[src/rtl/invaes_round_ctrl.sv]
// Round sequencer for the inverse-AES datapath: key expansion, then the inverse rounds, then done.
// Optional macro INVAES_SYNC_SBOX_EN: two-cycle KEYEXP/ROUND/FINAL steps for a registered S-box ROM.
module invaes_round_ctrl #(
   parameter int NR = 10
) (
   input  logic       clk,
   input  logic       reset,
   input  logic       load,
   output logic       busy,
   output logic       done,
   output logic       rk_we,
   output logic [3:0] rk_idx,
   output logic [7:0] rcon,
   output logic       state_we,
   output logic [1:0] st_sel
);

   typedef enum logic [2:0] {IDLE, KEYEXP, INIT, ROUND, FINAL, DONE} state_t;

   localparam logic [3:0] NR_L = 4'(NR);

   state_t     state_reg, state_next;
   logic       load_q;
   logic [3:0] cnt_reg, cnt_next;
   logic [7:0] rcon_reg, rcon_next;
   logic       start;
   logic       step;

   function automatic logic [7:0] xtime(input logic [7:0] r);
      return {r[6:0], 1'b0} ^ (r[7] ? 8'h1b : 8'h00);
   endfunction

   assign start = load_q & ~load;

`ifdef INVAES_SYNC_SBOX_EN
   logic phase_reg, phase_next;

   // Phase 0 waits for the S-box ROM read; phase 1 commits. INIT never toggles it.
   always_comb begin
      phase_next = 1'b0;
      if (busy && state_reg != INIT && !load)
         phase_next = ~phase_reg;
   end

   always_ff @(posedge clk) begin
      if (reset)
         phase_reg <= 1'b0;
      else
         phase_reg <= phase_next;
   end

   assign step = phase_reg;
`else
   assign step = 1'b1;
`endif

   always_ff @(posedge clk) begin
      if (reset) begin
         state_reg <= IDLE;
         load_q    <= 1'b0;
         cnt_reg   <= 4'd0;
         rcon_reg  <= 8'h00;
      end else begin
         state_reg <= state_next;
         load_q    <= load;
         cnt_reg   <= cnt_next;
         rcon_reg  <= rcon_next;
      end
   end

   always_comb begin
      state_next = state_reg;
      cnt_next   = cnt_reg;
      rcon_next  = rcon_reg;
      busy       = 1'b0;
      done       = 1'b0;
      rk_we      = 1'b0;
      rk_idx     = 4'd0;
      rcon       = 8'h00;
      state_we   = 1'b0;
      st_sel     = 2'd0;

      case (state_reg)
         IDLE, DONE: begin
            done = (state_reg == DONE);
            if (start) begin
               state_next = KEYEXP;
               cnt_next   = 4'd1;
               rcon_next  = 8'h01;
            end else if (state_reg == DONE && load) begin
               state_next = IDLE;
            end
         end

         KEYEXP: begin
            busy   = 1'b1;
            rk_we  = step;
            rk_idx = cnt_reg;
            rcon   = rcon_reg;
            if (load) begin
               state_next = IDLE;
               cnt_next   = 4'd0;
            end else if (step) begin
               if (cnt_reg == NR_L) begin
                  state_next = INIT;
               end else begin
                  cnt_next  = cnt_reg + 4'd1;
                  rcon_next = xtime(rcon_reg);
               end
            end
         end

         INIT: begin
            busy     = 1'b1;
            state_we = 1'b1;
            st_sel   = 2'd0;
            rk_idx   = NR_L;
            if (load) begin
               state_next = IDLE;
               cnt_next   = 4'd0;
            end else begin
               state_next = ROUND;
               cnt_next   = NR_L - 4'd1;
            end
         end

         ROUND: begin
            busy     = 1'b1;
            state_we = step;
            st_sel   = 2'd1;
            rk_idx   = cnt_reg;
            if (load) begin
               state_next = IDLE;
               cnt_next   = 4'd0;
            end else if (step) begin
               if (cnt_reg == 4'd1)
                  state_next = FINAL;
               else
                  cnt_next = cnt_reg - 4'd1;
            end
         end

         FINAL: begin
            busy     = 1'b1;
            state_we = step;
            st_sel   = 2'd2;
            rk_idx   = 4'd0;
            if (load) begin
               state_next = IDLE;
               cnt_next   = 4'd0;
            end else if (step) begin
               state_next = DONE;
            end
         end

         default: state_next = IDLE;
      endcase
   end

endmodule

[config.mk]
export PLATFORM = sky130hd
export DESIGN_NAME = invaes_round_ctrl
export DESIGN_NICKNAME = d
export VERILOG_FILES = /design/src/rtl/invaes_round_ctrl.sv
export SDC_FILE = /design/constraint.sdc
export NUM_CORES = 1
export LEC_CHECK = 0
export CAP_MARGIN = 20
export CORE_UTILIZATION = 37
export CTS_CLUSTER_SIZE = 20
export DETAILED_ROUTE_END_ITERATION = 8
export PLACE_DENSITY = 0.7
export SLEW_MARGIN = 20
export SYNTH_ARGS = -nofsm -noshare
export SYNTH_HDL_FRONTEND = slang
export SYNTH_SLANG_ARGS = --single-unit
[constraint.sdc]
create_clock -name clk -period 5.85 [get_ports clk]
set_clock_uncertainty 0.1 [all_clocks]
set_input_delay 0.585 -clock clk [delete_from_list [all_inputs] [get_ports clk]]
set_output_delay 0.585 -clock clk [all_outputs]
set_load 0.005 [all_outputs]
# Word level (Yosys, flattened, before mapping)
# Index checks and enable logic that the tools add are counted.
classes:
  n_addsub: 2
  eq_ne: 16
  mux: 29
  bitwise: 3
  n_reduce_logical: 11
ops:
  columns: ["cell", "n"]
  rows:
  - ["8-bit 2-to-1 mux", 4]
  - ["4-bit 2-to-1 mux", 7]
  - ["3-bit 2-to-1 mux", 7]
  - ["4-bit one-hot mux with 5 select lines", 1]
  - ["8-bit one-hot mux with 2 select lines", 1]
  - ["3-bit inequality test (second input constant)", 5]
  - ["3-bit one-hot mux with 5 select lines", 1]
  - ["2-bit inequality test (second input constant)", 4]
  - ["4-bit one-hot mux with 2 select lines", 1]
  - ["8-bit by 5-bit bitwise XOR with 8-bit output", 1]
  - ["3-bit by 2-bit == test with 1-bit output (second input constant)", 2]
  - ["3-bit == test (second input constant)", 2]
  - ["5-bit 2-to-1 mux", 1]
  - ["5-bit AND reduction", 1]
  - ["5-bit nonzero test", 1]
  - ["4-bit by 1-bit adder with 4-bit output (second input constant)", 1]
  - ["4-bit by 1-bit == test with 1-bit output (second input constant)", 1]
  - ["4-bit == test (second input constant)", 1]
  - ["1-bit 2-to-1 mux", 4]
  - ["2-bit one-hot mux with 2 select lines", 1]
  - ["4-bit AND reduction", 1]
  - ["2-bit OR reduction", 2]
  - ["4-bit OR reduction", 1]
  - ["4-bit by 1-bit subtractor with 4-bit output (second input constant)", 1]
  - ["other kinds (9)", 9]
word_totals:
  reg_bits: 16
  output_inout_bits: 18
  elab_cells: 65

# Depth between registers and ports, before layout
# Gate-level depths: netlist of the first run.
depth:
  ltp_word: 5
  mapped_depth: 6
  mapped_depth_nobuf: 6

# Worst setup path after synthesis of the first run
# OpenSTA, ideal clock, no wires.
synth_path:
  kind: "register to register"
  start: "register cnt_reg[0]"
  end: "register rcon_reg[2]"
  setup_ps: 115
  arrival_time_ps: 1615
  path_slack_ps: 4020
  stages_incl_launch_ff: 7
  synth_period_minus_slack_ps: 1830
  cell_sequence: "dfxtp_1 inv_1 ha_1 and4b_4 o31a_4 o211a_1 a31o_1"
synth_via:
  elab_chain_cells: 3
synth_lines:
  columns: ["item", "line", "source"]
  rows:
  - ["from (decl)", "24", "logic [3:0] cnt_reg, cnt_next;"]
  - ["from (signal assigned)", "66", "cnt_reg <= cnt_next;"]
  - ["4-bit == test", "104", "if (cnt_reg == NR_L) begin"]
  - ["2-bit inequality test (no line)", null, null]
  - ["4-bit AND reduction (no line)", null, null]
  - ["to (signal assigned)", "67", "rcon_reg <= rcon_next;"]
  - ["to (decl)", "25", "logic [7:0] rcon_reg, rcon_next;"]
# No other way between the ends.
# A chain may end at the register's enable or synchronous reset.

# Worst setup path in the final report of the first run
layout_path:
  start: "register state_reg[0]"
  end: "output rcon[6]"
layout_via:
  elab_chain_cells: 2
layout_lines:
  columns: ["item", "line", "source"]
  rows:
  - ["from (decl)", "22", "state_t state_reg, state_next;"]
  - ["from (signal assigned)", "64", "state_reg <= state_next;"]
  - ["3-bit by 1-bit == test with 1-bit output", "83", "case (state_reg)"]
  - ["8-bit 2-to-1 mux", "83", null]
  - ["to (decl)", "13", "output logic [7:0] rcon,"]
# No other way between the ends.

==> results of run 1 <==
==> area by class of cell <==
class / count / area [sq um] / area share
multi-input cells: 117 / 850 / 0.566
flip-flops and latches: 16 / 320 / 0.213
repair buffers: 20 / 200 / 0.133
well taps: 46 / 57.6 / 0.0383
inverters: 10 / 37.5 / 0.0250
clock buffers: 4 / 36.3 / 0.0242
==> worst min-delay path, delay by kind of cell, from the launching register on <==
family	cells	cell delay [ns]
flip-flops	1	0.32
AO/OA/AOI/OAI	2	0.14
==> metal layers <==
metal,track usage,vias up,share of wire
met1,0.223,560,0.46
met3,0.0378,2,0.047
met2,0.303,32,0.49
met4,0.0286,0,0.0030
met5,0,-,0
li1,-,597,-
==> synthesized netlist by cell type, types with 2 or more instances <==
cell type	count
a211o_1	2
a21oi_1	7
a31o_1	4
and2_1	8
buf_2	3
buf_4	5
buf_6	3
clkbuf_1	5
dfxtp_1	16
ha_1	4
inv_1	7
inv_2	3
nand2_1	7
nand2b_1	3
nand3_1	2
nand4_1	2
nor2_1	10
nor2b_1	4
nor3_1	6
o211a_1	4
o211ai_1	4
o21ai_0	3
o21ai_1	3
o22ai_1	2
o32ai_1	3
or3b_1	2
xnor2_1	5
==> stage by stage <==
step / utilization / cell area (sq um) / hold WS (ns) / power, mW
6_report: 0.446 / 1500 / 0.407 / 0.286
5_1_grt: 0.446 / 1500 / 0.416 / 0.302
4_1_cts: 0.446 / 1500 / 0.392 / 0.287
3_5_place_dp: 0.436 / 1470 / 0.374 / 0.213
3_3_place_gp: 0.436 / 1470 / 0.365 / 0.210
2_1_floorplan: - / 1320 / 0.350 / 0.190
==> final timing paths <==
path	startpoint	end	cells after the start	slack [ns]
setup reg to reg	state_reg[1]	cnt_reg[3]	4	3.76
setup / recovery	state_reg[0]	rcon[6]	5	2.83
hold / removal	rcon_reg[1]	rcon_reg[1]	2	0.41
hold reg to reg	rcon_reg[1]	rcon_reg[1]	2	0.41
==> logic make-up (layout without fill, tap and decap cells) <==
kind of cell    after synthesis  count (layout)  synth area share
buf+inv                      27              34             0.111
fa+ha+maj                     4               4            0.0380
simple gates                 57              57             0.261
mux                           1               1           0.00760
compound gates               49              49             0.298
xor+xnor                      6               6            0.0399
flops                        16              16             0.243
==> where the power goes <==
| part | total [mW] | leakage, nW | internal [mW] | switching [mW] |
|---|---|---|---|---|
| sequential | 0.129 | 0.130 | 0.114 | 0.0158 |
| combinational | 0.0810 | 0.396 | 0.0389 | 0.0420 |
| clock | 0.0753 | 0.0210 | 0.0379 | 0.0374 |
| total | 0.286 | 0.547 | 0.190 | 0.0952 |
==> impl_metrics.json, run 1 <==
{
  "fp.dieW_um": 61.6,
  "setup_viol": 0,
  "synth_enable_flop_cells": 0,
  "cts_tree": "built",
  "h-tree-depth": 1,
  "synth_seq_cells": 16,
  "clockBufferDepth": 2,
  "clock_sinks": 16,
  "post_cts_buffers": 0,
  "ys_top_cells_by_area": "dfxtp_1 24%, and2_1 3.8%, ha_1 3.8%",
  "wl_per_cell_um": 14.2,
  "path_cells": "nor2b_1 -> nand2b_2 -> inv_2 -> and2_1 -> clkdlybuf4s50_1",
  "status": "completed",
  "final_layout_size_suffix_gt1_frac": 0.0958,
  "required_ns": 5.16,
  "clk-insertion-delay-late_ns": 0.29,
  "mappedNetlistNets": 167,
  "crit_fanout": 21,
  "synthesis.area_sq_mm": 0.00132,
  "syn_to_final_growth_pct": 14.1,
  "netlist_instances": 160,
  "final_cell_mix": "20 x clkdlybuf4s50_1, 16 x dfxtp_1, 10 x nor2_1",
  "antenna_found_initial": 0,
  "fillers": 366,
  "crit_path_start_kind": "register",
  "clock-root-buffer": "clkbuf_4",
  "cts_buffers": 3,
  "cp.arrival_ns": 2.33,
  "ys_seq_area_frac": 0.243,
  "max_slew.worst_pin.slew_ns": 0.811,
  "cts-resized-gates": 0,
  "crit_family": "flip-flops",
  "synth-async-reset-ratio": 0,
  "hp-class": "reg2reg",
  "hold_buffers": 0,
  "grt_max_degree": 25,
  "placed_cells": 209,
  "track_usage": 0.174,
  "synth_cell_types": 60,
  "instances_no_fill": 213,
  "vias_per_cell": 5.59,
  "dr.first_iter.drc_count": 79,
  "fmax_mhz": 332,
  "place_worst_setup_slack_ns": 3.17,
  "drv_slew": 0,
  "syn_area_per_cell_sq_um": 8.23,
  "fp.coreArea_sq_mm": 0.00336,
  "setup_tns_ns": 0,
  "hold_viol": 0,
  "die-area_sq_mm": 0.00380,
  "numPortBuffers": 20,
  "initial_core_util": 0.391,
  "worstSetupPathType": "reg2out",
  "final_common_cell": "clkdlybuf4s50_1",
  "nNetsFinal": 175,
  "yosysTopAreaCellShare": 0.243,
  "p_leak_nw": 0.547,
  "vdd_drop_max_v": 0.000113,
  "path_buf_inv": 2,
  "place_congestion": 0.805,
  "slowest_stage": "dfxtp_1",
  "ios": 21,
  "rows": 21,
  "slew_headroom": 0.459,
  "rsz0062_at_grt": "no",
  "route.detailed.drc": 0,
  "grt-ovfl-total": 0,
  "routed_wl_um": 3030,
  "yosysWarningCount": 0,
  "ant_nets": 0,
  "diodes": 0,
  "grt_pass1_vias": 1071,
  "synth_top_cell_by_area": "dfxtp_1",
  "period_share": 0.515,
  "dp_hpwl_um": 2160,
  "drt-pass1-iter-count": 4,
  "synthFlopType": "dfxtp_1",
  "die_h_um": 61.6,
  "period_needed_ns": 3.02,
  "setup_slack_ns": 2.83,
  "worstSetupEndpointType": "output port",
  "drv_cap": 0,
  "cpPeakStageDelay_ns": 0.78,
  "power.density_mw_per_mm2": 190,
  "grt_pass1_wl_um": 4920,
  "clk_pin_slew_ns": 0.10,
  "num_vias": 1191,
  "largest_reg_flops": 8
}
(Power assumes the default switching activity.)
==> run 2: changes to the inputs <==
==> constraint.sdc (replaced) <==
create_clock -name clk -period 3.1 [get_ports clk]
set_clock_uncertainty 0.1 [all_clocks]
set_input_delay 0.31 -clock clk [delete_from_list [all_inputs] [get_ports clk]]
set_output_delay 0.31 -clock clk [all_outputs]
set_load 0.005 [all_outputs]
==> run 2 against run 1 <==
Compared with the run above:
- critical path depth unchanged
- clock-buffer cell count unchanged
- sequential power increased by 89%
- global-route usage decreased by 0.31 points
- flip-flop and latch count unchanged
- clock power increased by 87%
- sequential share of layout area decreased by 0.11 points
- setup slack got worse by 2.5 ns
==> impl_metrics.json, run 2 (same netlist as run 1, synthesis figures left out) <==
{
  "status": "completed",
  "critPathLaunch": "state_reg[0]",
  "hold_viol": 0,
  "die-area_sq_mm": 0.00380,
  "track_usage": 0.171,
  "fin_util": 0.449,
  "clk-insertion-delay-late_ns": 0.29,
  "setup_viol": 0,
  "dr_wl_met3_um": 141,
  "vdd_drop_max_v": 0.000119,
  "vias_per_cell": 5.69,
  "ios": 21,
  "power.density_mw_per_mm2": 357,
  "rrSetupSlack_ns": 0.91,
  "cts_tree": "built",
  "highest_layer": "met4",
  "fillers": 364,
  "path_cells": "nor2b_1 -> nand2b_2 -> inv_2 -> and2_1 -> clkdlybuf4s50_1",
  "clockBufferDepth": 2,
  "setup_slack_ns": 0.339,
  "diodes": 0,
  "cts_buffers": 3,
  "cpPeakStageDelay_ns": 0.78,
  "stdcell_area_sq_mm": 0.00151,
  "clock_sinks": 16,
  "r2r-end": "cnt_reg[3]",
  "rsz0062_at_grt": "no",
  "period_needed_ns": 2.76,
  "ant_nets": 0,
  "route.detailed.drc": 0,
  "drv_slew": 0,
  "cp.arrival_ns": 2.35,
  "whs_path_depth": 2,
  "clock-root-buffer": "clkbuf_4",
  "rr_worst_depth": 4,
  "clk_pin_slew_ns": 0.10,
  "worstSetupPathType": "reg2out",
  "rr_startpoint": "state_reg[1]",
  "num_vias": 1218,
  "nNetsFinal": 176,
  "wl_per_cell_um": 14.4,
  "h-tree-depth": 1,
  "min_to": "rcon_reg[1]",
  "placed_cells": 210,
  "drt-pass1-iter-count": 4,
  "period_share": 0.890,
  "instances_no_fill": 214,
  "max_slew.worst_pin.slew_ns": 0.849,
  "path_buf_inv": 2,
  "initial_core_util": 0.391,
  "rows": 21,
  "power_uw": 539,
  "grt_max_degree": 25,
  "slowest_stage": "dfxtp_1",
  "crit_fanout": 21,
  "routed_wl_um": 3080,
  "p_leak_nw": 0.552,
  "fp.coreArea_sq_mm": 0.00336,
  "grt_pass1_vias": 1061,
  "drv_cap": 0,
  "dp_hpwl_um": 2210,
  "final_layout_size_suffix_gt1_frac": 0.101,
  "largest_reg_flops": 8,
  "worstSetupEndpointType": "output port",
  "fp.dieW_um": 61.6,
  "antenna_found_initial": 0,
  "grt_pass1_wl_um": 4760,
  "cts-resized-gates": 0,
  "crit_family": "flip-flops",
  "fmax_mhz": 362,
  "holdCritStartpoint": "rcon_reg[1]",
  "hold_buffers": 0,
  "grt-ovfl-total": 0,
  "wl_met2_um": 1530,
  "required_ns": 2.69,
  "final_common_cell": "clkdlybuf4s50_1",
  "slew_headroom": 0.433,
  "die_h_um": 61.6,
  "hp-class": "reg2reg",
  "dpl_cell_area_sq_mm": 0.00147,
  "met1_length_um": 1380,
  "place_worst_setup_slack_ns": 0.687,
  "place_congestion": 0.805,
  "numPortBuffers": 20,
  "post_cts_buffers": 0,
  "setup_tns_ns": 0,
  "final_cell_mix": "20 x clkdlybuf4s50_1, 16 x dfxtp_1, 10 x nor2_1",
  "whs_ns": 0.397,
  "syn_to_final_growth_pct": 14.6,
  "dr.first_iter.drc_count": 80,
  "crit_path_start_kind": "register"
}
-- run 2: worst max-delay path by stage --
stage	to	slack, ns	depth (start not counted)
after floorplan	rcon_reg[2]	1.27	6
after global placement	rcon[6]	0.72	5
after detailed placement	cnt_reg[3]	0.69	5
after CTS	rcon[6]	0.34	5
after global routing	rcon[6]	0.21	5
final	rcon[6]	0.34	5
-- run 2: routing by layer --
layer / GRT usage / vias up
li1: - / 600
met1: 0.226 / 585
met2: 0.281 / 29
met3: 0.0210 / 4
met4: 0.0667 / 0
met5: 0 / -
-- run 2: area by class of cell --
type | count | area [sq um] | area share
Multi-Input combinational cell | 117 | 850 | 0.563
Sequential cell | 16 | 320 | 0.212
Timing Repair Buffer | 21 | 208 | 0.138
Tap cell | 46 | 57.6 | 0.0381
Inverter | 10 | 37.5 | 0.0249
Clock buffer | 4 | 36.3 | 0.0240
-- run 2: worst register-to-register path: stages, from the launching register on --
cell and delay (ns):
dfxtp_1 0.89, nand4bb_1 0.28, a2111oi_1 0.45, o22ai_1 0.17, o32ai_2 0.21
-- run 2: power breakdown --
group          internal [mW]  total, mW  switching, mW
Combinational         0.0742      0.154         0.0800
Sequential             0.214      0.244         0.0295
Clock                 0.0716      0.141         0.0699
Total                  0.360      0.539          0.179
